**config.mk**
```make
export PLATFORM = sky130hd
export DESIGN_NAME = ir_nec_receiver
export DESIGN_NICKNAME = d
export VERILOG_FILES = /design/src/rtl/ir_nec_receiver.sv
export SDC_FILE = /design/constraint.sdc
export NUM_CORES = 1
export LEC_CHECK = 0
export CORE_MARGIN = 1.5
export CORE_UTILIZATION = 40
export CTS_BUF_LIST = sky130_fd_sc_hd__clkbuf_4
export CTS_CLUSTER_DIAMETER = 50
export DETAILED_ROUTE_END_ITERATION = 7
export SLEW_MARGIN = 25
export SYNTH_ARGS = -nofsm -noshare
export SYNTH_HDL_FRONTEND = slang
export SYNTH_SLANG_ARGS = --single-unit
export TNS_END_PERCENT = 100
```
**constraint.sdc**
```tcl
create_clock -name clk -period 4.3 [get_ports clk]
set_clock_uncertainty 0.15 [all_clocks]
set_input_delay 0.86 -clock clk [delete_from_list [all_inputs] [get_ports clk]]
set_output_delay 0.86 -clock clk [all_outputs]
set_load 0.05 [all_outputs]
```
**src/rtl/ir_nec_receiver.sv**
```systemverilog
// ir_nec_receiver
// ---------------------------------------------------------------------------
// Decoder for NEC-protocol infrared frames taken from a demodulated receiver
// output. The line is synchronised, mark/space durations are measured in
// 10 us ticks, and a state machine checks the leader, 32 data bits and the
// stop mark, or a repeat code. Results come out as registered one-cycle
// pulses.
//
// Parameters
//   CLOCK_SPEED : clk frequency in Hz (tick prescaler = CLOCK_SPEED/100000)
//
// Ports
//   clk   in   system clock, rising edge
//   rst   in   synchronous active-high reset
//   ir_in in   demodulated IR line, asynchronous, low = mark
//   addr  out  [7:0] address byte of the last accepted frame
//   cmd   out  [7:0] command byte of the last accepted frame
//   valid out  one-cycle pulse when a full frame is accepted
//   rpt   out  one-cycle pulse when a repeat code is accepted
//   err   out  one-cycle pulse when a frame is aborted
//
// Build option
//   IR_RX_INVCHECK_EN : when defined, a frame is accepted only if
//                       byte1 == ~byte0 and byte3 == ~byte2; otherwise
//                       err is pulsed instead of valid.
// ---------------------------------------------------------------------------
module ir_nec_receiver #(
    parameter int CLOCK_SPEED = 8000000
) (
    input  logic       clk,
    input  logic       rst,
    input  logic       ir_in,
    output logic [7:0] addr,
    output logic [7:0] cmd,
    output logic       valid,
    output logic       rpt,
    output logic       err
);

    localparam int DIV = CLOCK_SPEED / 100000;
    localparam int PW  = (DIV > 1) ? $clog2(DIV) : 1;
    localparam logic [PW-1:0] PRESC_LAST = PW'(DIV - 1);

    typedef enum logic [2:0] {
        IDLE       = 3'd0,
        LEAD_MARK  = 3'd1,
        LEAD_SPACE = 3'd2,
        BIT_MARK   = 3'd3,
        BIT_SPACE  = 3'd4,
        STOP_MARK  = 3'd5,
        RPT_MARK   = 3'd6
    } state_t;

    // Inclusive window test on a measured duration.
    function automatic logic in_range(input logic [10:0] v,
                                      input logic [10:0] lo,
                                      input logic [10:0] hi);
        return (v >= lo) && (v <= hi);
    endfunction

    // Frame integrity: each odd byte must be the complement of the byte below.
    function automatic logic inv_ok(input logic [31:0] frame);
        return (frame[15:8] == ~frame[7:0]) && (frame[31:24] == ~frame[23:16]);
    endfunction

    logic          sync1_r, sync2_r, prev_r;
    logic [PW-1:0] presc_r;
    logic [10:0]   dur_r;
    state_t        state_r, state_nx_s;
    logic [31:0]   shift_r, shift_nx_s;
    logic [4:0]    bit_idx_r, bit_idx_nx_s;
    logic          valid_nx_s, rpt_nx_s, err_nx_s, load_s;
    logic          fall_s, rise_s, edge_s, tick_s, timeout_s;

    assign fall_s    = prev_r & ~sync2_r;
    assign rise_s    = ~prev_r & sync2_r;
    assign edge_s    = fall_s | rise_s;
    assign tick_s    = (presc_r == PRESC_LAST);
    assign timeout_s = (dur_r >= 11'd1200);

    // Two-flop synchroniser plus edge-history flop; all preset to idle-high,
    // so a line held low through reset shows up as a falling edge.
    always_ff @(posedge clk) begin
        if (rst) begin
            sync1_r <= 1'b1;
            sync2_r <= 1'b1;
            prev_r  <= 1'b1;
        end else begin
            sync1_r <= ir_in;
            sync2_r <= sync1_r;
            prev_r  <= sync2_r;
        end
    end

    // 10 us tick prescaler and saturating duration counter, both restarted on every edge.
    always_ff @(posedge clk) begin
        if (rst || edge_s) begin
            presc_r <= '0;
            dur_r   <= 11'd0;
        end else begin
            presc_r <= tick_s ? '0 : presc_r + PW'(1);
            if (tick_s && (dur_r != 11'd2047)) begin
                dur_r <= dur_r + 11'd1;
            end
        end
    end

    // FSM state, shift register and bit index.
    always_ff @(posedge clk) begin
        if (rst) begin
            state_r   <= IDLE;
            shift_r   <= 32'd0;
            bit_idx_r <= 5'd0;
        end else begin
            state_r   <= state_nx_s;
            shift_r   <= shift_nx_s;
            bit_idx_r <= bit_idx_nx_s;
        end
    end

    // Next-state decode: each edge closes one measured interval.
    always_comb begin
        state_nx_s   = state_r;
        shift_nx_s   = shift_r;
        bit_idx_nx_s = bit_idx_r;
        valid_nx_s   = 1'b0;
        rpt_nx_s     = 1'b0;
        err_nx_s     = 1'b0;
        load_s       = 1'b0;
        case (state_r)
            IDLE: begin
                if (fall_s) begin
                    state_nx_s = LEAD_MARK;
                end else begin
                    state_nx_s = IDLE;
                end
            end
            LEAD_MARK: begin
                if (rise_s) begin
                    if (in_range(dur_r, 11'd800, 11'd1000)) begin
                        state_nx_s = LEAD_SPACE;
                    end else begin
                        state_nx_s = IDLE;
                        err_nx_s   = 1'b1;
                    end
                end else if (timeout_s) begin
                    state_nx_s = IDLE;
                    err_nx_s   = 1'b1;
                end else begin
                    state_nx_s = LEAD_MARK;
                end
            end
            LEAD_SPACE: begin
                if (fall_s) begin
                    if (in_range(dur_r, 11'd400, 11'd500)) begin
                        state_nx_s   = BIT_MARK;
                        bit_idx_nx_s = 5'd0;
                    end else if (in_range(dur_r, 11'd200, 11'd250)) begin
                        state_nx_s = RPT_MARK;
                    end else begin
                        state_nx_s = IDLE;
                        err_nx_s   = 1'b1;
                    end
                end else if (timeout_s) begin
                    state_nx_s = IDLE;
                    err_nx_s   = 1'b1;
                end else begin
                    state_nx_s = LEAD_SPACE;
                end
            end
            BIT_MARK, STOP_MARK, RPT_MARK: begin
                if (rise_s) begin
                    if (!in_range(dur_r, 11'd40, 11'd70)) begin
                        state_nx_s = IDLE;
                        err_nx_s   = 1'b1;
                    end else if (state_r == BIT_MARK) begin
                        state_nx_s = BIT_SPACE;
                    end else if (state_r == RPT_MARK) begin
                        state_nx_s = IDLE;
                        rpt_nx_s   = 1'b1;
                    end else begin
                        state_nx_s = IDLE;
`ifdef IR_RX_INVCHECK_EN
                        if (inv_ok(shift_r)) begin
                            valid_nx_s = 1'b1;
                            load_s     = 1'b1;
                        end else begin
                            err_nx_s   = 1'b1;
                        end
`else
                        valid_nx_s = 1'b1;
                        load_s     = 1'b1;
`endif
                    end
                end else if (timeout_s) begin
                    state_nx_s = IDLE;
                    err_nx_s   = 1'b1;
                end else begin
                    state_nx_s = state_r;
                end
            end
            BIT_SPACE: begin
                if (fall_s) begin
                    if (in_range(dur_r, 11'd40, 11'd70) || in_range(dur_r, 11'd130, 11'd200)) begin
                        // LSB first: new bits enter at the top and move down.
                        shift_nx_s   = {in_range(dur_r, 11'd130, 11'd200), shift_r[31:1]};
                        bit_idx_nx_s = bit_idx_r + 5'd1;
                        state_nx_s   = (bit_idx_r == 5'd31) ? STOP_MARK : BIT_MARK;
                    end else begin
                        state_nx_s = IDLE;
                        err_nx_s   = 1'b1;
                    end
                end else if (timeout_s) begin
                    state_nx_s = IDLE;
                    err_nx_s   = 1'b1;
                end else begin
                    state_nx_s = BIT_SPACE;
                end
            end
            default: begin
                state_nx_s = IDLE;
            end
        endcase
    end

    // Registered result pulses and the held address/command bytes.
    always_ff @(posedge clk) begin
        if (rst) begin
            valid <= 1'b0;
            rpt   <= 1'b0;
            err   <= 1'b0;
            addr  <= 8'd0;
            cmd   <= 8'd0;
        end else begin
            valid <= valid_nx_s;
            rpt   <= rpt_nx_s;
            err   <= err_nx_s;
            if (load_s) begin
                addr <= shift_r[7:0];
                cmd  <= shift_r[23:16];
            end
        end
    end

endmodule

```
# Word-level counts from Yosys, hierarchy flattened
# Index checks and enable logic that the tools add are counted.
dict set report op_classes {
  add_sub_neg 3
  n_lt_le_gt_ge 11
  n_eq_ne 14
  muxes 39
  n_bitwise 8
  reduce_logical 15
}
# cell count
set op_table {}
lappend op_table {{$mux W3} 12}
lappend op_table {{$ge A11 B8 Y1 const B} 2}
lappend op_table {{$le A11 B8 Y1 const B} 2}
lappend op_table {{$mux W5} 4}
lappend op_table {{$mux W1} 18}
lappend op_table {{$pmux W3 S5} 1}
lappend op_table {{$add A11 B1 Y11 const B} 1}
lappend op_table {{$ge A11 B10 Y1 const B} 1}
lappend op_table {{$ge A11 B11 Y1 const B} 1}
lappend op_table {{$ge A11 B6 Y1 const B} 1}
lappend op_table {{$ge A11 B9 Y1 const B} 1}
lappend op_table {{$le A11 B10 Y1 const B} 1}
lappend op_table {{$le A11 B7 Y1 const B} 1}
lappend op_table {{$le A11 B9 Y1 const B} 1}
lappend op_table {{$ne A11 B11 Y1 const B} 1}
lappend op_table {{$pmux W5 S2} 1}
lappend op_table {{$eq A3 B3 Y1 const B} 3}
lappend op_table {{$ne A2 B2 Y1 const B} 4}
lappend op_table {{$add A7 B1 Y7 const B} 1}
lappend op_table {{$eq A7 B7 Y1 const B} 1}
lappend op_table {{$eq A3 B2 Y1 const B} 2}
lappend op_table {{$logic_and A1 B1 Y1} 6}
lappend op_table {{$add A5 B1 Y5 const B} 1}
lappend op_table {{$eq A5 B5 Y1 const B} 1}
lappend op_table {{15 further kinds} 22}
dict set report totals {
  reg_bits 80
  output_inout_bits 19
}

# Longest topological paths before layout
dict set report depth {
  depth_word 6
  ltp_mapped 10
}

# Least setup slack after synthesis
# No wires, ideal clock.
dict set report synth_path {
  kind {flip-flop to flip-flop}
  from {register dur_r[8]}
  to {register addr[0]}
  setup_ns 0.128
  arrival_ns 1.945
  required_time_ns 4.022
  path_slack_ns 2.078
  stages_incl_launch_ff 9
  synth_period_minus_slack_ns 2.222
  cell_sequence {dfxtp_1 buf_6 or3_1 or4b_1 buf_6 nor2_8 buf_12 mux2i_1 nor2_1}
}
dict set report synth_via {
  elab_chain_len 5
  word_cells_on_any_way 6
  cone_classes {order compare (2); mux (3); reduce/logical (1)}
}
# item line_no
set synth_rtl {}
lappend synth_rtl {{start: declaration} 68} ;# logic [10:0] dur_r;
lappend synth_rtl {{start signal: assignment} 103} ;# dur_r <= dur_r + 11'd1;
lappend synth_rtl {{$ge A11 B6 Y1 or $le A11 B7 Y1 (tied branches)} 58} ;# return (v >= lo) && (v <= hi);
lappend synth_rtl {{$logic_and A1 B1 Y1 (*)} 58}
lappend synth_rtl {{$mux W1 (*)} 173} ;# if (!in_range(dur_r, 11'd40, 11'd70)) begin
lappend synth_rtl {{$mux W1 (*)} 172} ;# if (rise_s) begin
lappend synth_rtl {{$mux W1 (*)} 130} ;# case (state_r)
lappend synth_rtl {{end signal: assignment} 239} ;# addr <= shift_r[7:0];
lappend synth_rtl {{end: declaration} 33} ;# output logic [7:0] addr,
# Every way passes the cells marked *; elsewhere a longest branch is shown, timed or not.
# A chain may end at the register's enable or synchronous reset.

# Final worst setup path
dict set report layout_path {
  from {register dur_r[5]}
  to {register bit_idx_r[0]}
}
dict set report layout_via {
  elab_chain_len 5
  word_cells_on_any_way 13
  cone_classes {order compare (6); eq/ne (2); reduce/logical (5)}
}
# item line_no
set layout_rtl {}
lappend layout_rtl {{$ge A11 B6 Y1 (tied with other cells)} 58}
lappend layout_rtl {{$logic_and A1 B1 Y1} 58}
lappend layout_rtl {{$logic_or A1 B1 Y1} 204} ;# if (in_range(dur_r, 11'd40, 11'd70) || in_range(dur_r, 11'd130, 11'd200)) begin
lappend layout_rtl {{$ne A2 B2 Y1 (no source line)} -}
lappend layout_rtl {{$reduce_and A5 Y1 (no source line) (*)} -}
lappend layout_rtl {{end signal: assignment} 117} ;# bit_idx_r <= bit_idx_nx_s;
lappend layout_rtl {{end: declaration} 71} ;# logic [4:0] bit_idx_r, bit_idx_nx_s;
# Marks and branches as above.

==> key figures <==
Status
  • Status: completed

STA
  • Hold slack: 0.274 ns
  • Final period demand of the worst path: between 2 and 3 ns
  • Fin. Hold Viols: 0
  • Rel. slew slack: 0.430
  • Max Clock Freq: 377 MHz
  • Worst-Margin Slew: 0.853 ns
  • Period utilization: 0.617
  • Post-route setup slack: between 1.5 and 2 ns
  • Final setup fails: 0
  • RSZ-0062 raised after global routing: no
  • Max-slew violations: 0
  • Fin Setup TNS: 0 ns

Routing
  • DRC Markers: 0
  • Final wirelength: 6440 um
  • Routed Antenna Nets: 0
  • TritonRoute pass-1 iters: 6
  • Vias/cell: between 5 and 6
  • DR WL/cell: 12.0 um
  • Vias: 2749
  • DRT iter0 DRCs: 120

Power and ir drop
  • Max VDD drop: 0.000190 V
  • Leak: 1.28 nW
  • Tot Pwr: 1.17 mW
  • P per Cell Area: just over 300 mW/mm^2

Placement
  • Area post-placement: 0.00370 sq mm
  • Placer Congestion: 0.805
  • Setup slack at placement: 1.70 ns
  • Placed Cells: 521
  • Hpwl dp: 4170 um
  • Port buffer count: 21

Global route
  • Met3 Use GR: 0.0426
  • Busiest grt layer: met2
  • Number of global-route vias before repair: 2434
  • Antenna violations before repair: 0
  • GRT Util Overall: 0.141
  • Largest net degree at the start of global routing: 66
  • Global-route wire length before repair: 11200 um
  • Met2 Use GR: 0.218
  • M1 GR Usage: 0.192
  • Total grt overflow: 0

Synth
  • Post-synth EDFFs: 0
  • Yosys cell types: 49
  • Synth top area cells: dfxtp_1 45%, nand2_1 8.5%, a21oi_1 6.4%
  • Post-synth top cells: 80 x dfxtp_1, 80 x nand2_1, 45 x a21oi_1
  • Cells after Synth: 420
  • Post-synth top area share: 0.454
  • Post-synth top flop: dfxtp_1
  • Synthesis Warnings: 0
  • Ys async rst share: 0
  • Number of synthesized register bits: 80
  • Post-synth top area cell: dfxtp_1
  • Seq/Total Area, Yosys: 0.454
  • Synthesized Nets: 430
  • Syn Area/Cell: roughly 8.4 sq um
  • Post-Synthesis Cell Area: 0.00353 sq mm

Final layout
  • Antenna diodes: 0
  • Fin area: 0.00382 sq mm
  • Layout cells sized above 1: 0.0629
  • Non-filler cells, final: 537
  • Final Util: 0.443
  • Syn-to-layout area delta: 8.37%
  • Nets: 434

Clocking
  • Clock Latency Late Sink: 0.42 ns
  • Root buf cell: clkbuf_4
  • Cts repair resizes: 0
  • CTS tree: done
  • Total setup buffers inserted after CTS: 0
  • Clock Path Buffers: 2
  • Num CTS Buffers: 9
  • # clock sinks: 80
  • Clk pin slew, worst setup/hold paths: 0.13 ns
  • H-tree depth: 3
  • Post-CTS Hold Fix Bufs: 0

Worst setup path
  • Crit Path Class: flip-flop to flip-flop
  • Slowest-stage cell, CP: a21oi_4
  • CP startpoint kind: flip-flop
  • Cell breakdown of the critical path: nor2b_1 > a32oi_1 > or3_1 > a21oi_4 > nor2_1 > a311oi_1
  • Crit path required time: 4.47 ns
  • CP Buf/Inv Count: 0
  • Crit-path leading delay family: compound AO/OA/AOI/OAI gates
  • Critical Path End Type: flip-flop
  • Delay of the slowest cell on the worst path: 0.72 ns
  • Crit-path max FO: 35
  • Crit path arrival time: 2.82 ns

Min path
  • Worst hold path class: flip-flop to flip-flop

Floorplan
  • Die ar.: between 0.009 and 0.01 sq mm
  • I/O pins: 22
  • Initial Util: 0.408
  • Core ar.: 0.00864 sq mm
  • Die Ht: 96.9 um
  • Die Width: 96.9 um
  • Row count: 34

Job
  • Max-Cap Viols: 0
-- cells by family after synthesis --
kind of cell / after synthesis / share of synthesized area
and+or+nand+nor: 187 / 0.246
AOI/OAI and AO/OA: 80 / 0.140
muxes: 17 / 0.0482
xor gates and xnor gates: 11 / 0.0273
DFF: 80 / 0.454
buffers and inverters: 38 / 0.0592
adders and majority gates: 7 / 0.0248
-- worst paths after layout --
check           start      endpoint  slack (ns)  cells after the start
min           sync1_r       sync2_r        0.27                      1
max          dur_r[5]  bit_idx_r[0]        1.65                      6
min reg2reg   sync1_r       sync2_r        0.27                      1
max reg2reg  dur_r[5]  bit_idx_r[0]        1.65                      6
-- power by group --
group	leakage (nW)	internal [mW]	total, mW	switching (mW)
clock network	0.0652	0.124	0.389	0.265
registers	0.645	0.746	0.751	0.00491
logic	0.572	0.0104	0.0334	0.0230
total	1.28	0.880	1.17	0.293
-- cell usage in the layout, fill, tap and decap left out, types with 5 or more instances in the layout --
cell	Yosys	final
inv_1	8	8
clkbuf_4	0	9
mux2i_1	17	17
xor2_1	6	6
or2_2	5	5
xnor2_1	5	5
nand2_1	80	80
nor2_1	42	42
nand2b_1	7	7
dfxtp_1	80	80
clkdlybuf4s50_1	0	20
o21ai_0	8	8
nor3_1	10	10
nand3_1	11	11
nand4_1	7	7
a21oi_1	45	45
ha_1	7	7
-- registers in the layout, indices dropped and copies added, names as in the netlist --
name and count:
valid 1, prev_r 1, state_r 3, rpt 1, bit_idx_r 5, presc_r 7
shift_r 32, dur_r 11, addr 8, sync2_r 1, sync1_r 1, cmd 8
err 1
-- layer usage --
layer,vias up,part of all wire
met5,-,0
met4,0,0.0062
met3,2,0.029
met2,36,0.45
met1,1268,0.51
li1,1443,-
-- worst register-to-register path: stages, from the launching register on --
cell	delay, ns
dfxtp_1	0.57
nor2b_1	0.19
a32oi_1	0.08
or3_1	0.50
a21oi_4	0.72
nor2_1	0.08
a311oi_1	0.29
-- cell type report --
type	count	area [sq um]
Fill cell	884	4810
Timing Repair Buffer	23	220
Inverter	8	30.0
Clock buffer	9	67.6
Sequential cell	80	1600
Clock inverter	7	51.3
Multi-Input combinational cell	302	1720
Tap cell	108	135
(Power assumes the default switching activity.)
